==> src/rtl/multichannel_sample_sequencer.sv <==
// Per-sample sequencer for N parallel audio lanes feeding two DSP pipelines.
// Input gain -> pipeline tick -> wait for both -> crossfade mix -> output gain.
`timescale 1ns/1ps
module multichannel_sample_sequencer #(
  parameter int unsigned data_width     = 16,
  parameter int unsigned n_channels     = 2,
  parameter int unsigned gain_shift     = 5,
  parameter int unsigned xfade_log2     = 6,
  parameter int unsigned timeout_cycles = 4095
) (
  input  logic                               clk,
  input  logic                               reset,
  input  logic [n_channels*data_width-1:0]   in_samples,
  input  logic                               in_valid,
  output logic                               in_ready,
  output logic [n_channels*data_width-1:0]   pipe_in,
  output logic                               pipe_tick,
  input  logic [n_channels*data_width-1:0]   pipe_a_out,
  input  logic [n_channels*data_width-1:0]   pipe_b_out,
  input  logic                               pipe_a_ready,
  input  logic                               pipe_b_ready,
  input  logic [data_width-1:0]              gain_data,
  input  logic                               set_input_gain,
  input  logic                               set_output_gain,
  input  logic                               swap_pipelines,
  output logic                               current_pipeline,
  output logic                               swapping,
  output logic [n_channels*data_width-1:0]   out_samples,
  output logic                               out_valid,
  output logic                               overrun,
  output logic                               timeout,
  input  logic                               err_clear,
  output logic [31:0]                        frame_count
);

  localparam int unsigned DW = data_width;
  localparam int unsigned FW = n_channels * data_width;
  localparam int unsigned R  = 1 << xfade_log2;
  localparam int unsigned TW = $clog2(timeout_cycles + 1);
  localparam int unsigned MW = DW + xfade_log2 + 2;
  localparam logic signed [2*DW-1:0] SatMax = {{(DW+1){1'b0}}, {(DW-1){1'b1}}};
  localparam logic signed [2*DW-1:0] SatMin = {{(DW+1){1'b1}}, {(DW-1){1'b0}}};
  localparam logic [DW-1:0] Unity = DW'(1) << gain_shift;
  localparam logic [xfade_log2:0] PLast = (xfade_log2 + 1)'(R - 1);

  typedef enum logic [2:0] {StIdle, StGain, StTick, StWait, StMix, StOut} state_e;

  state_e state_q, state_d;
  logic [FW-1:0]     frame_q, pipe_in_q, mix_q, out_q;
  logic [FW-1:0]     gained, mixed, outg, act_frame, oth_frame;
  logic [DW-1:0]     in_gain_q, out_gain_q;
  logic [TW-1:0]     tmo_q;
  logic [xfade_log2:0] p_q;
  logic              mute_q, pending_q, swapping_q, cur_q, out_valid_q;
  logic              overrun_q, timeout_q;
  logic [31:0]       frame_count_q;
  logic              wait_done, wait_expired;

  function automatic logic [DW-1:0] apply_gain(input logic signed [DW-1:0] x,
                                               input logic signed [DW-1:0] g);
    logic signed [2*DW-1:0] prod, shf;
    logic [DW-1:0] res;
    prod = x * g;
    shf  = prod >>> gain_shift;
    res  = shf[DW-1:0];
    if (shf > SatMax)      res = {1'b0, {(DW-1){1'b1}}};
    else if (shf < SatMin) res = {1'b1, {(DW-1){1'b0}}};
    return res;
  endfunction

  // Weights sum to R, so the widened sum cannot overflow before the shift.
  function automatic logic [DW-1:0] mix_lane(input logic signed [DW-1:0] act,
                                             input logic signed [DW-1:0] oth,
                                             input logic [xfade_log2:0] p);
    logic signed [MW-1:0] ae, oe, wa, wo, sum;
    ae  = MW'(act);
    oe  = MW'(oth);
    wa  = MW'(R) - MW'(p);
    wo  = MW'(p);
    sum = (ae * wa + oe * wo) >>> xfade_log2;
    return sum[DW-1:0];
  endfunction

  // First WAIT cycle (tmo_q == 0) ignores the ready inputs.
  assign wait_done    = (state_q == StWait) && (tmo_q != '0) && pipe_a_ready && pipe_b_ready;
  assign wait_expired = (state_q == StWait) && !wait_done && (tmo_q == TW'(timeout_cycles));
  assign act_frame    = cur_q ? pipe_b_out : pipe_a_out;
  assign oth_frame    = cur_q ? pipe_a_out : pipe_b_out;

  always_comb begin
    gained = '0;
    mixed  = '0;
    outg   = '0;
    for (int i = 0; i < int'(n_channels); i++) begin
      gained[i*DW +: DW] = apply_gain(frame_q[i*DW +: DW], in_gain_q);
      mixed[i*DW +: DW]  = mute_q ? '0 : mix_lane(act_frame[i*DW +: DW],
                                                   oth_frame[i*DW +: DW], p_q);
      outg[i*DW +: DW]   = apply_gain(mix_q[i*DW +: DW], out_gain_q);
    end
  end

  always_ff @(posedge clk or negedge reset) begin
    if (!reset) state_q <= StIdle;
    else        state_q <= state_d;
  end

  always_comb begin
    state_d = state_q;
    unique case (state_q)
      StIdle:  if (in_valid) state_d = StGain;
      StGain:  state_d = StTick;
      StTick:  state_d = StWait;
      StWait:  if (wait_done || wait_expired) state_d = StMix;
      StMix:   state_d = StOut;
      StOut:   state_d = StIdle;
      default: state_d = StIdle;
    endcase
  end

  always_comb begin
    in_ready  = (state_q == StIdle);
    pipe_tick = (state_q == StTick);
  end

  always_ff @(posedge clk or negedge reset) begin
    if (!reset) begin
      frame_q       <= '0;
      pipe_in_q     <= '0;
      mix_q         <= '0;
      out_q         <= '0;
      in_gain_q     <= Unity;
      out_gain_q    <= Unity;
      tmo_q         <= '0;
      p_q           <= '0;
      mute_q        <= 1'b0;
      pending_q     <= 1'b0;
      swapping_q    <= 1'b0;
      cur_q         <= 1'b0;
      out_valid_q   <= 1'b0;
      overrun_q     <= 1'b0;
      timeout_q     <= 1'b0;
      frame_count_q <= '0;
    end else begin
      out_valid_q <= 1'b0;
      if (set_input_gain)  in_gain_q  <= gain_data;
      if (set_output_gain) out_gain_q <= gain_data;

      if (err_clear)                            overrun_q <= 1'b0;
      else if (in_valid && state_q != StIdle)   overrun_q <= 1'b1;
      if (err_clear)         timeout_q <= 1'b0;
      else if (wait_expired) timeout_q <= 1'b1;

      if (state_q == StIdle && in_valid && pending_q) begin
        pending_q  <= 1'b0;
        swapping_q <= 1'b1;
        p_q        <= '0;
      end else if (swap_pipelines && !swapping_q && !pending_q) begin
        pending_q <= 1'b1;
      end

      case (state_q)
        StIdle: if (in_valid) frame_q <= in_samples;
        StGain: begin
          pipe_in_q <= gained;
          mute_q    <= 1'b0;
        end
        StTick: tmo_q <= '0;
        StWait: begin
          if (wait_expired)    mute_q <= 1'b1;
          else if (!wait_done) tmo_q  <= tmo_q + 1'b1;
        end
        StMix:  mix_q <= mixed;
        StOut: begin
          out_q         <= outg;
          out_valid_q   <= 1'b1;
          frame_count_q <= frame_count_q + 32'd1;
          if (swapping_q) begin
            if (p_q == PLast) begin
              cur_q      <= ~cur_q;
              swapping_q <= 1'b0;
              p_q        <= '0;
            end else begin
              p_q <= p_q + 1'b1;
            end
          end
        end
        default: ;
      endcase
    end
  end

  assign pipe_in          = pipe_in_q;
  assign out_samples      = out_q;
  assign out_valid        = out_valid_q;
  assign current_pipeline = cur_q;
  assign swapping         = swapping_q;
  assign overrun          = overrun_q;
  assign timeout          = timeout_q;
  assign frame_count      = frame_count_q;

endmodule

==> config.mk <==
export PLATFORM = sky130hd
export DESIGN_NAME = multichannel_sample_sequencer
export DESIGN_NICKNAME = d
export VERILOG_FILES = /design/src/rtl/multichannel_sample_sequencer.sv
export SDC_FILE = /design/constraint.sdc
export NUM_CORES = 2
export LEC_CHECK = 0
export BUFFER_PORTS_ARGS = -buffer_cell sky130_fd_sc_hd__buf_4
export CAP_MARGIN = 40
export CORE_AREA = 10 10 414 416
export CTS_CLUSTER_DIAMETER = 50
export DETAILED_ROUTE_END_ITERATION = 12
export DIE_AREA = 0 0 424 426
export MAX_ROUTING_LAYER = met4
export REMOVE_ABC_BUFFERS = 1
export SYNTH_ARGS = -nofsm -noshare
export SYNTH_HDL_FRONTEND = slang
export SYNTH_SLANG_ARGS = --single-unit
==> constraint.sdc <==
create_clock -name clk -period 20.2 [get_ports clk]
set_input_delay 4.04 -clock clk [delete_from_list [all_inputs] [get_ports clk]]
set_output_delay 4.04 -clock clk [all_outputs]
set_load 0.005 [all_outputs]
== Word-level counts from Yosys, hierarchy flattened ==
Cells that the tools add are included.
Cells by class
  add/subtract/negate cells: 6
  multipliers: 8
  divide/modulo/power cells: 0
  $lt $le $gt $ge: 8
  equality and inequality tests: 12
  shift operators: 0
  multiplexer cells: 34
  bitwise gates (word level): 1
  reductions and logical operators: 27
Operator list (count)
  two-way mux 16 bit: 10
  multiplier 16 x 16 -> 32 bit: 4
  > comparator 27 x 16 -> 1 bit (second input constant): 4
  < comparator 27 x 16 -> 1 bit (second input constant): 4
  multiplier 16 x 8 -> 22 bit: 4
  two-way mux 32 bit: 2
  adder 22 bit: 2
  adder 32 x 1 -> 32 bit (second input constant): 1
  two-way mux 7 bit: 4
  two-way mux 12 bit: 2
  one-hot mux 12 bit (2 select lines): 1
  one-hot mux 3 bit (5 select lines): 1
  adder 12 x 1 -> 12 bit (second input constant): 1
  == test 12 bit (second input constant): 1
  nonzero test 12 bit: 1
  two-way mux 1 bit: 11
  logical AND 1 bit: 10
  nonzero test 2 bit: 5
  != test 2 bit (second input constant): 4
  subtractor 7 x 7 -> 8 bit (first input constant): 1
  adder 7 x 1 -> 7 bit (second input constant): 1
  == test 7 x 6 -> 1 bit (second input constant): 1
  == test 3 x 2 -> 1 bit (second input constant): 2
  == test 3 bit (second input constant): 2
  other kinds (11): 17
Word-level totals
  register bits after elaboration: 221
  latch bits: 0
  memory bits (writable): 0
  memory bits (read-only): 0
  input bits: 121
  output and inout bits: 103
  word-level logic and storage cells: 113
  memories: 0

== Longest topological paths before layout ==
  depth after elaboration: 10
  mapped depth: 31

== Worst setup path after synthesis ==
No wires, ideal clock.
  path type: input-to-reg
  from: input pipe_b_out[17]
  to: register mix_q[31]
  data arrival time: 9355 ps
  required time: 20079 ps
  path slack: 10724 ps
  stages: 20
  cells stage by stage: mux2i_1 inv_1 nand2_1 fa_1 fa_1 inv_1 fa_1 fa_1 inv_1 fa_1 inv_1 fa_1 ha_1 a21oi_1 o21ai_0 a211o_1 a31o_2 o41ai_1 xnor2_1 a22o_1
Between the ends
  word-level cells in the longest chain between the ends: 4
  elaborated cells on any way between the ends: 6
Ends and longest elaborated chain
  from (decl): RTL line 19  | input logic [n_channels*data_width-1:0] pipe_b_out,
  two-way mux 32 bit, on equally long branches: RTL line 87, 88
  multiplier 16 x 8 -> 22 bit: RTL line 80  | sum = (ae * wa + oe * wo) >>> xfade_log2;
  adder 22 bit (*): RTL line 80
  two-way mux 16 bit (*): RTL line 96  | mixed[i*DW +: DW] = mute_q ? '0 : mix_lane(act_frame[i*DW +: DW],
  to (signal assigned): RTL line 172  | StMix: mix_q <= mixed;
  to (decl): RTL line 49  | logic [FW-1:0] frame_q, pipe_in_q, mix_q, out_q;
Mark *: on every way between the ends. The rest lies on a longest branch, timed or not.
A chain may end at the register's enable or synchronous reset.

== Worst setup path after layout ==
Same ends and word-level chain as after synthesis.

==> metrics.md <==
| Metric | Value |
|---|---|
| Setup TNS | 0 ns |
| Vias in the first global route | roughly 51000 |
| Crit path max-delay family | adder cells |
| Unique masters post-synth | 85 |
| Max-slew violation count | 0 |
| Hold Vio Cnt, Final | 0 |
| Mean post-synth cell area | approximately 9.3 um^2 |
| Max-slew headroom | 36.4% |
| First-pass GRT wire length | ~270000 um |
| Buffers plus inverters on the worst setup path | 5 |
| Cts repair resizes | 0 |
| Area grow syn2layout | 9.04% |
| Mapped cell area | 64700 um^2 |
| GRT Util Overall | between 10% and 20% |
| Syn Inst Count | 6962 |
| R2R depth | 23 |
| Worst-skew pair later-pin latency | 0.64 ns |
| Nets | between 9000 and 10000 |
| Final min period | 9.88 ns |
| Initial antenna violation count | 6 |
| Post-synth EDFFs | 0 |
| Final WS setup | 10.32 ns |
| Ys async rst share | 100% |
| Status | finished clean |
| Initial Utilization | approximately two fifths |
| Vias/cell | 4.93 |
| Commonest non-fill, non-tap cell in the layout | inv_1 |
| FMAX | 101 MHz |
| Critical path launch point type | input port |
| Cell breakdown of the critical path | buf_4, mux2i_1, inv_1, nand2_1, fa_1, fa_1, inv_1, fa_1, fa_1, inv_1, fa_1, inv_1, fa_1, ha_1, a21oi_1, o21ai_0, a211o_1, a31o_2, o41ai_1, xnor2_1, a22o_1 |
| Core box area | ~160000 um^2 |
| Antenna-violating nets left | 0 |
| Clock tree root driver cell | clkbuf_16 |
| TritonRoute pass-1 iters | 8 |
| Largest buffer count on any clock path | 3 |
| Measured slew at the worst slew-check pin | 0.927 ns |
| Worst endpoint data arrival time | approximately 10 ns |
| Clock Sinks | between 200 and 250 |
| Worst hold path depth | 1 |
| Synth warn | 0 |
| Clk_skew | 0.0338 ns |
| Drt wl/cell | approximately 18 um |
| CP Max Fanout | 7 |
| # DRC | 0 |
| # hold bufs at CTS | 0 |
| Crit-path most repeated cell | fa_1 |
| Endpoint class of the critical path | flop |
| DRT iter0 DRCs | 2215 |
| CTS H-tree depth | 2 |
| DP Wirelength | ~130000 um |
| PortBufs | 223 |
| Most frequent cells in the layout | inv_1, fa_1, nand2_1 |
| Fraction of layout cells with a size suffix above 1 | 7.49% |
| WS Path Type | in2reg |
| Worst hold slack | approximately 0.49 ns |
| Cts bufs inserted | between 40 and 50 |
| Die X | 424 um |
| Top FF cell, synth | dfrtp_1 |
| DIE AREA | 181000 um^2 |
| Max stage delay on crit path | 0.72 ns |
| Setup-failing EPs final | 0 |
| CTS tree | done |
| Max_cap viols | 0 |
| GP Congestion | approximately 0.87 |
| Clock Pin Slew Worst Setup and Hold Paths | approximately 0.05 ns |
| Rows | around 150 |
| RSZ-0062 raised after global routing | no |
| #FFs+latches synth | ~220 |
| Design area | around 70000 um^2 |
| Seq/Total Area, Yosys | 8.54% |
| Critical path depth | 21 |
| Dpl ws | about 9.7 ns |
| Largest net degree at the start of global routing | 145 |
| Max stage delay cell, worst path | mux2i_1 |
| IO Count | between 200 and 250 |
| WL final | ~170000 um |
| GR Overflow Total | 0 |
| Post-DP Area | 69100 um^2 |
| Min-delay worst type | reg2reg |
| Critical Path RT | slightly above 20 ns |
| Final period util | 48.9% |
| Post-CTS setup buffers | 0 |
| Chip height | between 400 and 500 um |
| Via count | 45700 |
| R2R setup slack | 11.82 ns |
## final timing paths
| check | from | endpoint |
|---|---|---|
| max | pipe_b_out[17] | mix_q[31]$_DFFE_PN0P_ |
| min | frame_count[21]$_DFFE_PN0P_ | frame_count[21]$_DFFE_PN0P_ |
| max reg2reg | in_gain_q[15]$_DFFE_PN0P_ | pipe_in[14]$_DFFE_PN0P_ |
| min reg2reg | frame_count[21]$_DFFE_PN0P_ | frame_count[21]$_DFFE_PN0P_ |
| max in group asynchronous | reset | frame_q[13]$_DFFE_PN0P_ |
| min in group asynchronous | reset | out_samples[21]$_DFFE_PN0P_ |
## per-stage QoR
stage               utilization [%]  instances
finish                         43.4       9271
global route                   43.4       9270
CTS                            43.4       9267
detailed placement             42.5       9188
global placement               42.3       9166
floorplan                         -       6705
## layout make-up
| cell class | count | area [um^2] |
|---|---|---|
| flip-flops and latches | 221 | 5540 |
| clock buffers | 51 | 1160 |
| multi-input cells | 4818 | 52000 |
| well taps | 2175 | 2720 |
| diodes | 3 | 7.51 |
| repair buffers | 309 | 2600 |
| clock inverters | 28 | 304 |
| fillers | 16000 | 92000 |
| inverters | 1666 | 6250 |
## layer usage
metal  global-route usage [%]  up-vias  part of all wire (%)
met3                     2.60      244                   4.8
met5                        -        -                     0
met1                     24.1    23700                    42
met2                     33.1      965                    50
li1                         -    20800                     -
met4                     6.14        0                   3.6
## registers in the layout, indices dropped and copies added (netlist names), 3 cells and up
name / cells
pipe_in: 32
frame_q: 32
frame_count: 32
p_q: 7
out_gain_q: 16
out_samples: 32
mix_q: 32
tmo_q: 12
state_q: 3
in_gain_q: 16
## kinds of logic after synthesis
family | Yosys count | share of synthesized area, %
multiplexers | 140 | 2.34
buffers and inverters | 1923 | 11.2
AND/OR/NAND/NOR | 2038 | 15.5
flip-flops | 221 | 8.54
adder cells (fa/ha/maj) | 1937 | 54.4
XOR/XNOR | 247 | 3.34
AO/OA/AOI/OAI | 456 | 4.74
## synth_stat cells (14+ instances only)
master,count,area share (%)
fa_1,1462,45
nand3_1,62,0.48
nand2b_1,67,0.65
and3_1,30,0.29
o22a_1,17,0.23
a211oi_1,14,0.16
clkbuf_1,238,1.4
mux2_2,93,1.6
dfrtp_1,219,8.5
ha_1,475,9.2
xnor2_1,185,2.5
nor2b_1,176,1.7
nor3_1,33,0.26
mux2i_1,47,0.73
o21bai_1,14,0.16
a21o_1,39,0.45
a21oi_1,116,0.90
o21a_1,17,0.20
nand2_1,764,4.4
nand4_1,27,0.26
inv_1,1662,9.6
nor2_1,299,1.7
o22ai_1,17,0.16
and2_1,525,5.1
o21ai_0,104,0.80
xor2_1,62,0.84
Power is left out: the tool's default activity adds up to more than one toggle a clock period on the data nets, which glitch-free logic cannot reach.
